==> src/rtl/dot_prod_acc_pip.sv <==
// Pipelined complex dot product: x*y or x*conj(y), accumulated over LENGTH beats per frame,
// with one full-precision sum per frame presented under ready/valid backpressure.
module dot_prod_acc_pip #(
   parameter int XI_BITS    = 12,
   parameter int XQ_BITS    = 12,
   parameter int YI_BITS    = 12,
   parameter int YQ_BITS    = 12,
   parameter int LENGTH     = 64,
   parameter int SUM_I_SIZE = XI_BITS + YI_BITS + 1 + $clog2(LENGTH),
   parameter int SUM_Q_SIZE = XQ_BITS + YQ_BITS + 1 + $clog2(LENGTH)
) (
   input  logic                         clk,
   input  logic                         rst_n,
   input  logic                         conj_y,
   input  logic                         m_axis_x_tvalid,
   output logic                         m_axis_x_tready,
   input  logic signed [XI_BITS-1:0]    xi,
   input  logic signed [XQ_BITS-1:0]    xq,
   input  logic                         m_axis_y_tvalid,
   output logic                         m_axis_y_tready,
   input  logic signed [YI_BITS-1:0]    yi,
   input  logic signed [YQ_BITS-1:0]    yq,
   input  logic                         m_axis_product_tready,
   output logic                         s_axis_product_tvalid,
   output logic signed [SUM_I_SIZE-1:0] i,
   output logic signed [SUM_Q_SIZE-1:0] q
);

   localparam int PII_W = XI_BITS + YI_BITS;
   localparam int PQQ_W = XQ_BITS + YQ_BITS;
   localparam int PIQ_W = XI_BITS + YQ_BITS;
   localparam int PQI_W = XQ_BITS + YI_BITS;
   localparam int CNT_W = (LENGTH > 1) ? $clog2(LENGTH) : 1;
   localparam logic [CNT_W-1:0] LAST_CNT = CNT_W'(LENGTH - 1);

   logic en, beat, first_beat, last_beat, conj_cur;
   logic [CNT_W-1:0] cnt_q, cnt_d;
   logic conj_q;

   logic s1_v_q, s1_first_q, s1_last_q, s1_conj_q;
   logic signed [XI_BITS-1:0] s1_xi_q;
   logic signed [XQ_BITS-1:0] s1_xq_q;
   logic signed [YI_BITS-1:0] s1_yi_q;
   logic signed [YQ_BITS-1:0] s1_yq_q;

   logic s2_v_q, s2_first_q, s2_last_q, s2_conj_q;
   logic signed [PII_W-1:0] s2_pii_q;
   logic signed [PQQ_W-1:0] s2_pqq_q;
   logic signed [PIQ_W-1:0] s2_piq_q;
   logic signed [PQI_W-1:0] s2_pqi_q;

   logic s3_v_q, s3_first_q, s3_last_q;
   logic signed [SUM_I_SIZE-1:0] s3_ti_q, s3_ti_d;
   logic signed [SUM_Q_SIZE-1:0] s3_tq_q, s3_tq_d;

   logic s4_v_q, s4_last_q;
   logic signed [SUM_I_SIZE-1:0] acc_re_q, acc_re_d;
   logic signed [SUM_Q_SIZE-1:0] acc_im_q, acc_im_d;

   logic out_v_q;
   logic signed [SUM_I_SIZE-1:0] sum_i_q;
   logic signed [SUM_Q_SIZE-1:0] sum_q_q;

   // The whole pipeline freezes only while a finished sum waits for downstream.
   assign en              = !(out_v_q && !m_axis_product_tready);
   assign beat            = m_axis_x_tvalid && m_axis_y_tvalid && en;
   assign m_axis_x_tready = en;
   assign m_axis_y_tready = en;

   assign first_beat = (cnt_q == '0);
   assign last_beat  = (cnt_q == LAST_CNT);
   assign conj_cur   = first_beat ? conj_y : conj_q;

   always_comb begin
      cnt_d = last_beat ? '0 : cnt_q + CNT_W'(1);
   end

   always_ff @(posedge clk or negedge rst_n) begin
      if (!rst_n) begin
         cnt_q  <= '0;
         conj_q <= 1'b0;
      end else if (beat) begin
         cnt_q <= cnt_d;
         if (first_beat) conj_q <= conj_y;
      end
   end

   always_ff @(posedge clk or negedge rst_n) begin
      if (!rst_n) begin
         s1_v_q     <= 1'b0;
         s1_first_q <= 1'b0;
         s1_last_q  <= 1'b0;
         s1_conj_q  <= 1'b0;
         s1_xi_q    <= '0;
         s1_xq_q    <= '0;
         s1_yi_q    <= '0;
         s1_yq_q    <= '0;
      end else if (en) begin
         s1_v_q     <= beat;
         s1_first_q <= first_beat;
         s1_last_q  <= last_beat;
         s1_conj_q  <= conj_cur;
         s1_xi_q    <= xi;
         s1_xq_q    <= xq;
         s1_yi_q    <= yi;
         s1_yq_q    <= yq;
      end
   end

   always_ff @(posedge clk or negedge rst_n) begin
      if (!rst_n) begin
         s2_v_q     <= 1'b0;
         s2_first_q <= 1'b0;
         s2_last_q  <= 1'b0;
         s2_conj_q  <= 1'b0;
         s2_pii_q   <= '0;
         s2_pqq_q   <= '0;
         s2_piq_q   <= '0;
         s2_pqi_q   <= '0;
      end else if (en) begin
         s2_v_q     <= s1_v_q;
         s2_first_q <= s1_first_q;
         s2_last_q  <= s1_last_q;
         s2_conj_q  <= s1_conj_q;
         s2_pii_q   <= PII_W'(s1_xi_q) * PII_W'(s1_yi_q);
         s2_pqq_q   <= PQQ_W'(s1_xq_q) * PQQ_W'(s1_yq_q);
         s2_piq_q   <= PIQ_W'(s1_xi_q) * PIQ_W'(s1_yq_q);
         s2_pqi_q   <= PQI_W'(s1_xq_q) * PQI_W'(s1_yi_q);
      end
   end

   always_comb begin
      s3_ti_d = '0;
      s3_tq_d = '0;
      if (s2_conj_q) begin
         s3_ti_d = SUM_I_SIZE'(s2_pii_q) + SUM_I_SIZE'(s2_pqq_q);
         s3_tq_d = SUM_Q_SIZE'(s2_pqi_q) - SUM_Q_SIZE'(s2_piq_q);
      end else begin
         s3_ti_d = SUM_I_SIZE'(s2_pii_q) - SUM_I_SIZE'(s2_pqq_q);
         s3_tq_d = SUM_Q_SIZE'(s2_piq_q) + SUM_Q_SIZE'(s2_pqi_q);
      end
   end

   always_ff @(posedge clk or negedge rst_n) begin
      if (!rst_n) begin
         s3_v_q     <= 1'b0;
         s3_first_q <= 1'b0;
         s3_last_q  <= 1'b0;
         s3_ti_q    <= '0;
         s3_tq_q    <= '0;
      end else if (en) begin
         s3_v_q     <= s2_v_q;
         s3_first_q <= s2_first_q;
         s3_last_q  <= s2_last_q;
         s3_ti_q    <= s3_ti_d;
         s3_tq_q    <= s3_tq_d;
      end
   end

   // A first beat reloads the accumulator, so no partial sum leaks across frames.
   always_comb begin
      acc_re_d = s3_first_q ? s3_ti_q : acc_re_q + s3_ti_q;
      acc_im_d = s3_first_q ? s3_tq_q : acc_im_q + s3_tq_q;
   end

   always_ff @(posedge clk or negedge rst_n) begin
      if (!rst_n) begin
         s4_v_q    <= 1'b0;
         s4_last_q <= 1'b0;
         acc_re_q  <= '0;
         acc_im_q  <= '0;
      end else if (en) begin
         s4_v_q    <= s3_v_q;
         s4_last_q <= s3_last_q;
         if (s3_v_q) begin
            acc_re_q <= acc_re_d;
            acc_im_q <= acc_im_d;
         end
      end
   end

   // A new frame total may load on the same edge the previous one is accepted.
   always_ff @(posedge clk or negedge rst_n) begin
      if (!rst_n) begin
         out_v_q <= 1'b0;
         sum_i_q <= '0;
         sum_q_q <= '0;
      end else if (en && s4_v_q && s4_last_q) begin
         out_v_q <= 1'b1;
         sum_i_q <= acc_re_q;
         sum_q_q <= acc_im_q;
      end else if (out_v_q && m_axis_product_tready) begin
         out_v_q <= 1'b0;
      end
   end

   assign s_axis_product_tvalid = out_v_q;
   assign i                     = sum_i_q;
   assign q                     = sum_q_q;

endmodule

==> config.mk <==
export PLATFORM = sky130hd
export DESIGN_NAME = dot_prod_acc_pip
export DESIGN_NICKNAME = d
export VERILOG_FILES = /design/src/rtl/dot_prod_acc_pip.sv
export SDC_FILE = /design/constraint.sdc
export NUM_CORES = 2
export LEC_CHECK = 0
export CAP_MARGIN = 10
export CELL_PAD_IN_SITES_DETAIL_PLACEMENT = 1
export CELL_PAD_IN_SITES_GLOBAL_PLACEMENT = 1
export CORE_MARGIN = 2
export CORE_UTILIZATION = 51
export CTS_BUF_LIST = sky130_fd_sc_hd__clkbuf_4 sky130_fd_sc_hd__clkbuf_8
export CTS_CLUSTER_DIAMETER = 30
export DETAILED_ROUTE_END_ITERATION = 16
export PLACE_DENSITY_LB_ADDON = 0.1
export SLEW_MARGIN = 5
export SYNTH_ARGS = -nofsm -noshare
export SYNTH_HDL_FRONTEND = slang
export SYNTH_SLANG_ARGS = --single-unit
==> constraint.sdc <==
create_clock -name clk -period 7.25 [get_ports clk]
set_clock_uncertainty 0.05 [all_clocks]
set_input_delay 1.45 -clock clk [delete_from_list [all_inputs] [get_ports clk]]
set_output_delay 1.45 -clock clk [all_outputs]
set_load 0.02 [all_outputs]
==> flow_summary_export.csv <==
group,metric,value,unit
die,initial_core_util,51.3,%
placed_design,place_inst,5542,
synth,synth_top_cell_by_area,"fa_1",
setup_path,crit_path_start_kind,"register",
synth,synth_warnings,0,
setup_path,crit_type,"register to register",
synth,muxShareOfSynthArea,2.14,%
routing,vias_per_cell,5.47,
setup_path,cp.arrival,7.01,ns
setup_path,crit_fanout,25,
placed_design,gp_congestion,0.864,
timing,fmax,156,MHz
routing,vias,31300,
clocking,cts_made_buffers,102,
finish,drive_above_1_share,7.33,%
synth,synth_top_cell_area_share,27.6,%
routing,wl_met2,54800,um
clocking,tritoncts,"built",
global_route,grt_pass1_vias,34200,
clocking,clock_latency,0.73,ns
setup_path,cp_data_required_time,7.84,ns
placed_design,hpwl,85900,um
synth,synth_seq_cells,339,
timing,fin_crit_sh,88.6,%
clocking,cts_resized,0,
routing,drc_errors,0,
setup_path,crit_chain,"nand2_1, fa_1, inv_1, ha_1, fa_1, inv_1, fa_1, fa_1, inv_1, ha_1, a21oi_1, o21ai_0, a21oi_1, o41ai_1, a41o_1, or4_1, a31oi_1, xor2_1, o21ai_0",
global_route,grt_first_pass_wirelength,182000,um
clocking,cts-root-buf,"clkbuf_8",
routing,ant_nets,0,
finish,stdcell_count,5729,
routing,first_iter_violations,1427,
synth,synthCells,4509,
finish,final.fill_count,9085,
timing,rsz0062_at_grt,"false",
synth,syn_nets,5435,
die,rows,103,
synth,synth_top_family_by_area,"adder cells",
synth,synthSimpleGateAreaFrac,15.6,%
routing,top_layer,"met5",
clocking,cts_setup_buffers,0,
timing,final-hold-violation-count,0,
synth,synthArstFlopShare,100,%
clocking,clkSinkCount,339,
synth,synth.area.top_cells,"fa_1, dfrtp_1, ha_1, nand2_1, inv_1",
routing,wire_per_inst,19.3,um
run_status,status,"completed",
synth,yosys.area_share.adder,37.4,%
die,core_area,78600,um2
setup_path,slowest_stage,"dfrtp_1",
synth,ys_types,79,
routing,dr_wl_met3,4850,um
finish,syn_to_final_growth,11.5,%
global_route,overflow,0,
die,ioPinCount,119,
synth,synth_area,40300,um2
timing,worst_slew_pin_slew,1.27,ns
global_route,track_usage,28.2,%
timing,setup_tns,0,ns
timing,setup_violations,0,
placed_design,portBuffers,118,
synth,synth_edf_count,0,
setup_path,slowest_delay,1.02,ns
routing,first_pass_iters,5,
global_route,antenna_found_initial,2,
synth,post_synth.cell_area_avg,8.94,um2
routing,wl,111000,um
synth,synth.yosys.seq_area_share,21.0,%
flow_run,max_cap_violations,0,
die,dieHeight,285,um
die,die_x,285,um
synth,synth_compound_area_share,10.9,%
die,die_area,81300,um2
clocking,ctsHoldBuffers,0,
clocking,htreeDepth,3,
clocking,clk_pin_slew,0.05,ns
setup_path,end_kind,"register",
min_path,holdCritPathClass,"register to register",
synth,synth-main-ff-cell,"dfrtp_1",
timing,max-slew-margin-rel,15.5,%
global_route,grt_max_degree,140,
finish,layout.nets,5522,
timing,fin_crit,6.42,ns
routing,wl_met1,47500,um
clocking,cts_max_path_buffers,3,
timing,slew_viol_final,0,
synth,synth-xor-area-share,4.61,%
setup_path,cp_common_cell,"fa_1",
==> path summary, 6_finish.rpt <==
path	end	slack (ns)	cells past startpoint	start
worst max-delay path	s2_pqq_q[22]	0.83	19	s1_xq_q[5]
worst min-delay path	s2_pii_q[5]	0.42	2	s2_pii_q[5]
worst max register to register	s2_pqq_q[22]	0.83	19	s1_xq_q[5]
worst min register to register	s2_pii_q[5]	0.42	2	s2_pii_q[5]
max in group asynchronous	s1_xq_q[0]	5.25	2	rst_n
min in group asynchronous	i[20]	0.64	1	rst_n
==> state kept, by name, summed over array words and instances (netlist names), 25 cells and up <==
signal    flops
s3_tq_q      25
acc_im_q     31
acc_re_q     31
i            31
s3_ti_q      25
q            31
==> cell families (layout without fill, tap and decap cells) <==
family          after synthesis  after routing
fa+ha+maj                   872            872
buf+inv                     886           1055
simple gates               1419           1419
other cells                   0              1
compound gates              703            703
flops                       339            339
mux                          78             78
xor+xnor                    212            212
==> layout make-up <==
cell class | count | area (um2) | area share, %
diodes | 1 | 2.50 | 0.00557
clock buffers | 137 | 1760 | 3.92
clock inverters | 49 | 613 | 1.36
inverters | 693 | 2610 | 5.80
multi-input cells | 3284 | 28500 | 63.4
flip-flops and latches | 339 | 8480 | 18.9
well taps | 1050 | 1310 | 2.92
repair buffers | 176 | 1660 | 3.69
==> cells in the mapped netlist (all sizes together), types with 35 or more instances <==
| cell | instances |
|---|---|
| nor3 | 53 |
| dfrtp | 339 |
| ha | 316 |
| nand2 | 797 |
| nand2b | 44 |
| o21ai | 180 |
| mux2 | 66 |
| o31ai | 35 |
| xor2 | 85 |
| fa | 556 |
| inv | 692 |
| nor2 | 212 |
| xnor2 | 127 |
| a21oi | 234 |
| clkbuf | 182 |
| o21a | 40 |
| and2 | 176 |
| a21o | 69 |
==> worst max-delay path: cells and delay by family, from the launching register on <==
family,cells,cell delay (ns)
AO/OA/AOI/OAI,7,1.97
XOR/XNOR,1,0.16
adder cells (fa/ha/maj),6,2.67
buffers and inverters,3,0.15
flip-flops,1,1.02
AND/OR/NAND/NOR,2,0.29
==> layer usage <==
metal	track usage (%)	up-vias
li1	-	14500
met1	36.9	16100
met2	48.2	579
met3	3.81	175
met4	9.41	2
met5	0	-
==> cell usage in the layout, fill, tap and decap left out, types with 12 or more instances in the layout <==
master	n
nand2_1	796
inv_1	691
fa_1	556
dfrtp_1	338
ha_1	316
a21oi_1	234
nor2_1	210
and2_1	176
o21ai_0	169
xnor2_1	127
clkbuf_8	117
clkdlybuf4s50_1	117
xor2_1	85
a21o_1	69
mux2_2	66
buf_4	55
nor3_1	53
nand2b_1	44
o21a_1	40
o31ai_1	34
nand3_1	33
nor2b_1	26
clkinv_2	25
a211oi_1	24
and3_1	23
a31oi_1	22
clkbuf_4	20
or3_1	13
o21bai_1	13
mux2i_1	12
==> metrics by stage <==
stage                     utilization (%)  hold slack [ns]  setup WS [ns]  area (um2)
after global routing                 57.2            0.443          0.438       45000
after global placement               54.2            0.402           1.05       42600
final                                57.2            0.420          0.827       45000
after floorplan                         -            0.389           1.51       40300
after detailed placement             54.2            0.409          0.915       42600
after CTS                            57.2            0.421          0.905       45000
Power is left out: the tool's default activity adds up to more than one toggle a clock period on the data nets, which glitch-free logic cannot reach.
